===== src/rtl/cmp_ctrl_pkg.sv =====
// Shared definitions for the serial magnitude comparator controller.
//   state_t          controller state encoding
//   CASC_EQ/LT/GT    2-bit cascade encoding carried between slices (2'b11 unused)
//   slice_lsb()      bit offset of a slice inside a full-width operand
package cmp_ctrl_pkg;

    typedef enum logic [1:0] {
        IDLE = 2'd0,
        RUN  = 2'd1,
        DONE = 2'd2
    } state_t;

    localparam logic [1:0] CASC_EQ = 2'b00;
    localparam logic [1:0] CASC_LT = 2'b01;
    localparam logic [1:0] CASC_GT = 2'b10;

    function automatic int unsigned slice_lsb(input int unsigned idx, input int unsigned slice_w);
        return idx * slice_w;
    endfunction

endpackage


===== src/rtl/serial_mag_cmp_ctrl_if.sv =====
// Handshake bundle between operand producer / result consumer and the
// serial magnitude comparator.
//   in_valid, in_ready      operand-side handshake
//   op_a, op_b, signed_mode operand pair and compare mode
//   out_valid, out_ready    result-side handshake
//   lt, eq, gt              one-hot result flags while out_valid
//   busy                    comparator is working on or holding a result
// master: producer/consumer side. slave: comparator side.
interface serial_mag_cmp_ctrl_if #(
    parameter int WIDTH = 32
);
    logic             in_valid;
    logic             in_ready;
    logic [WIDTH-1:0] op_a;
    logic [WIDTH-1:0] op_b;
    logic             signed_mode;
    logic             out_valid;
    logic             out_ready;
    logic             lt;
    logic             eq;
    logic             gt;
    logic             busy;

    modport master (
        output in_valid, op_a, op_b, signed_mode, out_ready,
        input  in_ready, out_valid, lt, eq, gt, busy
    );

    modport slave (
        input  in_valid, op_a, op_b, signed_mode, out_ready,
        output in_ready, out_valid, lt, eq, gt, busy
    );
endinterface


===== src/rtl/cmp_slice_cascade.sv =====
// Combinational SLICE-bit cascadable magnitude comparator slice.
//   i_a, i_b      slice operands (unsigned)
//   i_casc_in     result of the more significant slices
//   o_casc_out    i_casc_in when already decided, otherwise this slice's compare
module cmp_slice_cascade
    import cmp_ctrl_pkg::*;
#(
    parameter int SLICE = 4
) (
    input  logic [SLICE-1:0] i_a,
    input  logic [SLICE-1:0] i_b,
    input  logic [1:0]       i_casc_in,
    output logic [1:0]       o_casc_out
);

    always_comb begin
        o_casc_out = CASC_EQ;
        if (i_casc_in != CASC_EQ) begin
            o_casc_out = i_casc_in;
        end else if (i_a < i_b) begin
            o_casc_out = CASC_LT;
        end else if (i_a > i_b) begin
            o_casc_out = CASC_GT;
        end
    end

endmodule


===== src/rtl/serial_mag_cmp_ctrl.sv =====
// Serial magnitude comparator: walks a WIDTH-bit operand pair one SLICE-bit
// slice per cycle, MSB slice first, through a single shared cascade slice and
// stops as soon as the operands are known to differ.
//   clk    rising-edge clock
//   rst_n  synchronous reset, active low
//   bus    handshake bundle (slave side), see serial_mag_cmp_ctrl_if
//
//   state | meaning
//   ------+-----------------------------------------------------------
//   IDLE  | waiting for an operand pair, in_ready=1
//   RUN   | comparing slice r_idx, one slice per cycle
//   DONE  | result presented with out_valid=1 until out_ready
module serial_mag_cmp_ctrl
    import cmp_ctrl_pkg::*;
#(
    parameter int WIDTH = 32,
    parameter int SLICE = 4
) (
    input  logic                 clk,
    input  logic                 rst_n,
    serial_mag_cmp_ctrl_if.slave bus
);

    localparam int NSLICE = WIDTH / SLICE;
    localparam int IDXW   = (NSLICE > 1) ? $clog2(NSLICE) : 1;
    localparam logic [IDXW-1:0]  IDX_TOP  = IDXW'(NSLICE - 1);
    localparam logic [WIDTH-1:0] MSB_MASK = {1'b1, {(WIDTH-1){1'b0}}};

    if ((WIDTH % SLICE) != 0) begin : g_width_check
        $error("serial_mag_cmp_ctrl: WIDTH must be a multiple of SLICE");
    end

    state_t           r_state;
    state_t           w_next_state;
    logic [WIDTH-1:0] r_a;
    logic [WIDTH-1:0] r_b;
    logic [IDXW-1:0]  r_idx;
    logic [1:0]       r_casc;
    logic             r_lt;
    logic             r_eq;
    logic             r_gt;
    logic [SLICE-1:0] w_a_slice;
    logic [SLICE-1:0] w_b_slice;
    logic [1:0]       w_casc_out;
    logic             w_run_end;

    // Shift rather than indexed part-select keeps the variable slice select
    // free of index-width concerns.
    assign w_a_slice = SLICE'(r_a >> slice_lsb(32'(r_idx), SLICE));
    assign w_b_slice = SLICE'(r_b >> slice_lsb(32'(r_idx), SLICE));

    cmp_slice_cascade #(
        .SLICE (SLICE)
    ) u_slice (
        .i_a        (w_a_slice),
        .i_b        (w_b_slice),
        .i_casc_in  (r_casc),
        .o_casc_out (w_casc_out)
    );

    assign w_run_end = (w_casc_out != CASC_EQ) || (r_idx == '0);

    always_ff @(posedge clk) begin
        if (!rst_n) begin
            r_state <= IDLE;
        end else begin
            r_state <= w_next_state;
        end
    end

    always_comb begin
        w_next_state = r_state;
        case (r_state)
            IDLE:    if (bus.in_valid)  w_next_state = RUN;
            RUN:     if (w_run_end)     w_next_state = DONE;
            DONE:    if (bus.out_ready) w_next_state = IDLE;
            default:                    w_next_state = IDLE;
        endcase
    end

    always_comb begin
        bus.in_ready  = (r_state == IDLE);
        bus.out_valid = (r_state == DONE);
        bus.busy      = (r_state != IDLE);
        bus.lt        = r_lt;
        bus.eq        = r_eq;
        bus.gt        = r_gt;
    end

    always_ff @(posedge clk) begin
        if (!rst_n) begin
            r_a    <= '0;
            r_b    <= '0;
            r_idx  <= '0;
            r_casc <= CASC_EQ;
            r_lt   <= 1'b0;
            r_eq   <= 1'b0;
            r_gt   <= 1'b0;
        end else begin
            case (r_state)
                IDLE: begin
                    if (bus.in_valid) begin
                        // Flipping the sign bit of both operands maps
                        // two's-complement order onto unsigned order.
                        r_a    <= bus.signed_mode ? (bus.op_a ^ MSB_MASK) : bus.op_a;
                        r_b    <= bus.signed_mode ? (bus.op_b ^ MSB_MASK) : bus.op_b;
                        r_idx  <= IDX_TOP;
                        r_casc <= CASC_EQ;
                    end
                end
                RUN: begin
                    r_casc <= w_casc_out;
                    if (w_run_end) begin
                        r_lt <= (w_casc_out == CASC_LT);
                        r_eq <= (w_casc_out == CASC_EQ);
                        r_gt <= (w_casc_out == CASC_GT);
                    end else begin
                        r_idx <= r_idx - 1'b1;
                    end
                end
                DONE: begin
                    if (bus.out_ready) begin
                        r_lt <= 1'b0;
                        r_eq <= 1'b0;
                        r_gt <= 1'b0;
                    end
                end
                default: begin
                    r_lt <= 1'b0;
                    r_eq <= 1'b0;
                    r_gt <= 1'b0;
                end
            endcase
        end
    end

endmodule

===== src/flat_wrapper.sv =====
// flat-port wrapper written by rule: the top's interface ports become plain ports
module serial_mag_cmp_ctrl_flat import cmp_ctrl_pkg::*;
#(
    parameter int WIDTH = 32,
    parameter int SLICE = 4
)
  (clk, rst_n, bus_in_valid, bus_op_a, bus_op_b, bus_signed_mode, bus_out_ready, bus_in_ready, bus_out_valid, bus_lt, bus_eq, bus_gt, bus_busy);
  serial_mag_cmp_ctrl_if #(.WIDTH(WIDTH)) bus_i ();
  input  logic clk;
  input  logic rst_n;
  input wire logic [$bits(bus_i.in_valid)-1:0] bus_in_valid;
  input wire logic [$bits(bus_i.op_a)-1:0] bus_op_a;
  input wire logic [$bits(bus_i.op_b)-1:0] bus_op_b;
  input wire logic [$bits(bus_i.signed_mode)-1:0] bus_signed_mode;
  input wire logic [$bits(bus_i.out_ready)-1:0] bus_out_ready;
  output wire logic [$bits(bus_i.in_ready)-1:0] bus_in_ready;
  output wire logic [$bits(bus_i.out_valid)-1:0] bus_out_valid;
  output wire logic [$bits(bus_i.lt)-1:0] bus_lt;
  output wire logic [$bits(bus_i.eq)-1:0] bus_eq;
  output wire logic [$bits(bus_i.gt)-1:0] bus_gt;
  output wire logic [$bits(bus_i.busy)-1:0] bus_busy;
  assign bus_i.in_valid = bus_in_valid;
  assign bus_i.op_a = bus_op_a;
  assign bus_i.op_b = bus_op_b;
  assign bus_i.signed_mode = bus_signed_mode;
  assign bus_i.out_ready = bus_out_ready;
  assign bus_in_ready = bus_i.in_ready;
  assign bus_out_valid = bus_i.out_valid;
  assign bus_lt = bus_i.lt;
  assign bus_eq = bus_i.eq;
  assign bus_gt = bus_i.gt;
  assign bus_busy = bus_i.busy;
  serial_mag_cmp_ctrl #(.WIDTH(WIDTH), .SLICE(SLICE)) u_core (.clk(clk), .rst_n(rst_n), .bus(bus_i));
endmodule

===== config.mk =====
export PLATFORM = sky130hd
export DESIGN_NAME = serial_mag_cmp_ctrl_flat
export DESIGN_NICKNAME = d
export VERILOG_FILES = /design/src/rtl/cmp_ctrl_pkg.sv /design/src/rtl/serial_mag_cmp_ctrl_if.sv /design/src/rtl/cmp_slice_cascade.sv /design/src/rtl/serial_mag_cmp_ctrl.sv /design/src/flat_wrapper.sv
export SDC_FILE = /design/constraint.sdc
export NUM_CORES = 1
export LEC_CHECK = 0
export BUFFER_PORTS_ARGS = -buffer_cell sky130_fd_sc_hd__clkbuf_2
export CAP_MARGIN = 20
export CORE_MARGIN = 2
export CORE_UTILIZATION = 40
export CTS_CLUSTER_SIZE = 20
export DETAILED_ROUTE_END_ITERATION = 16
export PLACE_DENSITY_LB_ADDON = 0.25
export REMOVE_ABC_BUFFERS = 1
export SLEW_MARGIN = 20
export SYNTH_ARGS = -nofsm -noshare
export SYNTH_HDL_FRONTEND = slang
export SYNTH_SLANG_ARGS = --single-unit

===== constraint.sdc =====
create_clock -name clk -period 3 [get_ports clk]
set_input_delay 0.15 -clock clk [delete_from_list [all_inputs] [get_ports clk]]
set_output_delay 0.15 -clock clk [all_outputs]
set_load 0.1 [all_outputs]

* Word level (Yosys, flattened, before mapping)
Cells that the tools add are included.
W data, S select, Z words.
** Storage, ports and cells
- Logic and storage cells :: 58
- Output and inout bits :: 6
- Register bits :: 74
- Input bits :: 69
** Operators by class
- Reductions and logical operators :: 13
- Bitwise operators :: 3
- Add/sub/neg operators :: 1
- Shift-type cells :: 2
- Muxes and demuxes :: 21
- Magnitude comparators :: 2
- Equal/unequal tests :: 8
** Operators with widths (number)
- $mux W32 :: 2
- $shr A32 B5 Y4 :: 2
- $mux W2 :: 7
- $pmux W1 S3 :: 3
- $reduce_and A3 Y1 :: 3
- $reduce_bool A2 Y1 :: 4
- $mux W3 :: 2
- $ne A2 B2 Y1 const B :: 3
- $pmux W2 S3 :: 1
- $pmux W3 S2 :: 1
- $eq A2 B1 Y1 const B :: 2
- $eq A2 B2 Y1 const B :: 2
- $gt A4 B4 Y1 :: 1
- $logic_not A2 Y1 :: 2
- $lt A4 B4 Y1 :: 1
- $mux W1 :: 4
- $pmux W2 S2 :: 1
- $reduce_and A2 Y1 :: 2
- $logic_not A3 Y1 :: 1
- $not A1 Y1 :: 3
- $sub A3 B1 Y3 const B :: 1
- $ne A2 B1 Y1 const B :: 1
- $logic_or A1 B1 Y1 :: 1

* Logic depth before layout (Yosys ltp)
- Word-level depth :: 9
- Depth in mapped cells :: 9
- Depth with buffers taken out :: 7

* By module
From an unflattened synthesis, not the netlist that was laid out.
** Second synthesis, totals
- Cells, all modules :: 376
- Area, all modules :: 3374.5 sq um
** Modules (own cells, without submodules)
- serial_mag_cmp_ctrl :: cells each 361, area an instance 3250.6 sq um, sequential area each 1481.4 sq um, times used 1
- cmp_slice_cascade :: cells each 15, area an instance 123.9 sq um, sequential area each 0.0 sq um, times used 1

* Worst setup path before layout
No wires, ideal clock.
- Path kind :: flip-flop to flip-flop
- Start :: register u_core.r_idx[0]
- End :: register u_core.r_idx[2]
- Path slack :: 0.292 ns
- Arrival :: 2.588 ns
- Period minus slack after synthesis :: 2.708 ns
- Setup time :: 0.120 ns
- Required time :: 2.880 ns
- Cell stages (with the launch flop) :: 10
- Cell sequence :: dfxtp_1 -> buf_4 -> buf_2 -> mux4_2 -> mux2_2 -> ha_1 -> nand4_2 -> a311o_1 -> o21a_1 -> o31a_1
** On the way
- Cells in the longest elaborated chain, start to end :: 9
- Elaborated cells between the ends (all ways) :: 15
- Classes of those cells :: add/sub (1); order compare (2); eq/ne (1); shift (2); mux (5); reduce/logical (4)
** RTL lines
- from (decl) :: RTL line serial_mag_cmp_ctrl.sv:37 : logic [IDXW-1:0] r_idx;
- from (signal assigned) :: RTL line serial_mag_cmp_ctrl.sv:118 : r_idx <= r_idx - 1'b1;
- $shr A32 B5 Y4, on equally long branches :: RTL line serial_mag_cmp_ctrl.sv:49, serial_mag_cmp_ctrl.sv:50
- $gt A4 B4 Y1 :: RTL line cmp_slice_cascade.sv:22 : end else if (i_a > i_b) begin
- $mux W2 :: RTL line cmp_slice_cascade.sv:22
- $mux W2 :: RTL line cmp_slice_cascade.sv:20 : end else if (i_a < i_b) begin
- $mux W2 :: RTL line cmp_slice_cascade.sv:18 : if (i_casc_in != CASC_EQ) begin
- $reduce_bool A2 Y1 :: RTL line serial_mag_cmp_ctrl.sv:61 : assign w_run_end = (w_casc_out != CASC_EQ) || (r_idx == '0);
- $logic_or A1 B1 Y1 :: RTL line serial_mag_cmp_ctrl.sv:61
- $ne A2 B2 Y1 (no source line)
- $reduce_and A3 Y1 (no source line)
Several ways; a longest one is shown, not always the timed one. The select of a mux whose other input is x is not followed.
A chain may end at the register's enable or synchronous reset.

* Worst setup path after layout
- Start :: register u_core.r_idx[0]
- End :: register u_core.r_gt, in the netlist u_core.bus.gt
** On the way
- Cells in the longest elaborated chain, start to end :: 9
- Elaborated cells between the ends (all ways) :: 15
- Classes of those cells :: order compare (2); eq/ne (2); shift (2); mux (5); reduce/logical (4)
** RTL lines
- $shr A32 B5 Y4, on equally long branches :: RTL line serial_mag_cmp_ctrl.sv:49, serial_mag_cmp_ctrl.sv:50
- $gt A4 B4 Y1 :: RTL line cmp_slice_cascade.sv:22
- $mux W2 :: RTL line cmp_slice_cascade.sv:22
- $mux W2 :: RTL line cmp_slice_cascade.sv:20
- $mux W2 :: RTL line cmp_slice_cascade.sv:18
- $reduce_bool A2 Y1 :: RTL line serial_mag_cmp_ctrl.sv:61
- $logic_or A1 B1 Y1 :: RTL line serial_mag_cmp_ctrl.sv:61
- $ne A2 B1 Y1 (no source line)
- $reduce_and A3 Y1 (no source line)
- to (signal assigned) :: RTL line serial_mag_cmp_ctrl.sv:116 : r_gt <= (w_casc_out == CASC_GT);
- to (decl) :: RTL line serial_mag_cmp_ctrl.sv:41 : logic r_gt;
Several ways; a longest one is shown, not always the timed one. The select of a mux whose other input is x is not followed.

==> qor.yml <==
cp-end-kind: "flop"
area_delta_synth_final_pct: 19.9
syn_area_um2: 3460
crit_type: "reg2reg"
routed_via_density: 4.98
min_period_ns: 2.80
layout.nets: 517
rsz0062_at_grt: "no"
yosys_warnings: 0
drv_slew: 0
drv_cap: 0
antenna_left: 0
max_freq_mhz: 358
grt_pass1_vias: 2729
antenna_found_initial: 0
initial_core_util_pct: 41.7
die_x_um: 97.1
yosysTopAreaCell: "dfxtp_1"
switchingPower_mw: 0.905
cts_buffer_depth: 2
multi_input_area_um2: 1850
synth_edf_count: 0
synth_cell_types: 43
start_kind: "flop"
relSlewSlack_pct: 52.2
fp-row-count: 33
port_buffers: 74
cts_tree: "built"
grt_first_pass_wirelength_mm: 13.1
path_clk_slew_ns: 0.08
grt_overflow: 0
syn_area_per_cell_um2: 9.24
leakage_nw: 1.72
wl_per_cell_um: 13.6
power_switching_share_pct: 32.3
synth.area.top_cells: "dfxtp_1, nand2_1, mux4_2, a21boi_0, a21boi_1"
period_share_pct: 93.2
powerDensity_nw_per_um2: 675
cp.required_ns: 3.24
yosysTopAreaCellShare_pct: 42.8
crit_fanout: 10
drc_errors: 0
p_seq_share_pct: 41.4
dr.pass1.iters: 4
final-hold-violation-count: 0
seq_area_frac_synth_pct: 42.8
ir_worst_vdd_v: 0.000237
utilization_pct: 50.0
grt_start_max_net_pins: 44
netlist_instances: 375
wirelength_mm: 7.49
grt_use_total_pct: 17.1
n_antenna_cell: 0
drt_iter0_drc: 83
tightest_slew_ns: 0.715
synthFlopType: "dfxtp_1"
dieArea_um2: 9420
register_area_um2: 1480
run_status: "complete, no violations"
gp_congestion: 0.832
die_h_um: 97.1
pwr-share-clk_pct: 30.3
arrival_ns: 3.04
core_area_um2: 8300
intPower_mw: 1.90
ys_ff_latch: 74
cts_buffers: 9
insertion_delay_ns: 0.35
finalClockSkew_ns: 0.00695
fill_cells: 810
synthArstFlopShare_pct: 0
h-tree-depth: 3
fin_setup_tns_ns: 0
combinationalPowerShare_pct: 28.3
via_count: 2751
root_buffer: "clkbuf_8"
setup_viol: 0
drive_gt1_share_pct: 28.4
cts_setup_buffers: 0
min_path_type: "in2reg"
dp_hpwl_mm: 5.36
io_pins: 75
cts_sinks: 74
[worst max-delay path, stage by stage, from the launching register on]
cell and delay [ns]:
dfxtp_1 0.38, buf_12 0.16, mux4_2 0.49, mux2_2 0.28
ha_1 0.35, a21oi_2 0.30, a311o_1 0.29, o31ai_2 0.09
a221o_1 0.34
[state kept, by name, indices dropped and copies added, names as in the netlist]
| signal | flops |
|---|---|
| u_core.r_a | 32 |
| u_core.r_idx | 3 |
| u_core.r_b | 32 |
| u_core.bus.lt | 1 |
| u_core.r_casc | 2 |
| u_core.r_state | 2 |
| u_core.bus.eq | 1 |
| u_core.bus.gt | 1 |
[cell usage after synthesis (2+ instances only)]
library cell	number
nand2_1	132
dfxtp_1	74
a21boi_0	43
a21boi_1	20
mux4_2	16
clkbuf_1	11
buf_2	7
ha_1	6
buf_1	5
mux2i_1	5
nor2b_1	5
inv_1	4
mux2_2	4
a21oi_1	3
buf_4	3
o211a_1	3
a311o_1	2
a31oi_1	2
nand2b_1	2
nand3_1	2
nor2_1	2
o21a_1	2
xnor2_1	2
[metal layers]
| layer | GRT usage (%) | vias up | share of wire [%] |
|---|---|---|---|
| met1 | 22.6 | 1260 | 48 |
| met5 | 0 | - | 0 |
| li1 | - | 1422 | - |
| met4 | 5.20 | 0 | 1.1 |
| met2 | 27.4 | 61 | 47 |
| met3 | 4.82 | 8 | 4.7 |
[cells in the final DEF (no fill, tap or decap), types with 3 or more instances in the layout]
master	netlist	final
inv_1	4	4
buf_4	3	7
ha_1	6	6
a21boi_1	20	20
mux2_2	4	4
mux4_2	16	16
a21oi_1	3	3
mux2i_1	5	5
o211a_1	3	3
nor2b_1	5	5
a21boi_0	43	43
nand2_1	132	132
dfxtp_1	74	73
clkbuf_8	0	10
clkbuf_2	0	74
[metrics by stage]
step	cells	hold WS, ns	power, mW	setup WS [ns]	area [µm²]
6_report	552	0.0171	2.80	0.204	4150
2_1_floorplan	348	0.268	1.73	-0.0966	3340
5_1_grt	552	0.0126	2.98	0.0470	4150
3_5_place_dp	535	0.381	1.96	0.149	3910
3_3_place_gp	535	0.375	1.94	0.262	3910
4_1_cts	552	0.00157	2.82	0.126	4140
[cell type report]
| type | count | share of cell area [%] |
|---|---|---|
| well taps | 105 | 3.16 |
| flip-flops and latches | 74 | 35.7 |
| repair buffers | 83 | 10.9 |
| inverters | 4 | 0.362 |
| clock inverters | 5 | 1.87 |
| clock buffers | 11 | 3.40 |
| multi-input cells | 270 | 44.6 |
[timing repair]
action | CTS | global route
endpoints found under the setup margin | 0 | 3
hold buffers | 1 | 0
resized for setup | 0 | 2
endpoints found under the hold margin | 1 | 0
[logic make-up (layout without fill, tap and decap cells)]
kind of cell | count (synthesis) | after routing | share of synthesized area (%)
AO/OA/AOI/OAI | 85 | 85 | 19.0
XOR/XNOR | 2 | 2 | 0.506
adder cells (fa/ha/maj) | 6 | 6 | 2.17
buffers and inverters | 31 | 103 | 4.15
flip-flops | 74 | 74 | 42.8
multiplexers | 25 | 25 | 13.1
AND/OR/NAND/NOR | 152 | 152 | 18.2
[worst paths after layout]
path / startpoint / endpoint / slack [ns] / cells after the start
setup / recovery: u_core.r_idx[0] / u_core.bus.gt / 0.20 / 8
hold / removal: bus_op_b[29] / u_core.r_b[29] / 0.02 / 3
setup reg to reg: u_core.r_idx[0] / u_core.bus.gt / 0.20 / 8
hold reg to reg: u_core.r_a[15] / u_core.r_a[15] / 0.45 / 2
[power by group through the flow]
stage                     clock network [mW]  registers [mW]  logic [mW]
after CTS                              0.871            1.16       0.784
after global routing                   0.918            1.18       0.882
after detailed placement                   0            1.18       0.780
final                                  0.850            1.16       0.793
after global placement                     0            1.18       0.762
after floorplan                            0            1.22       0.508
Power figures use the tool's default switching activity.
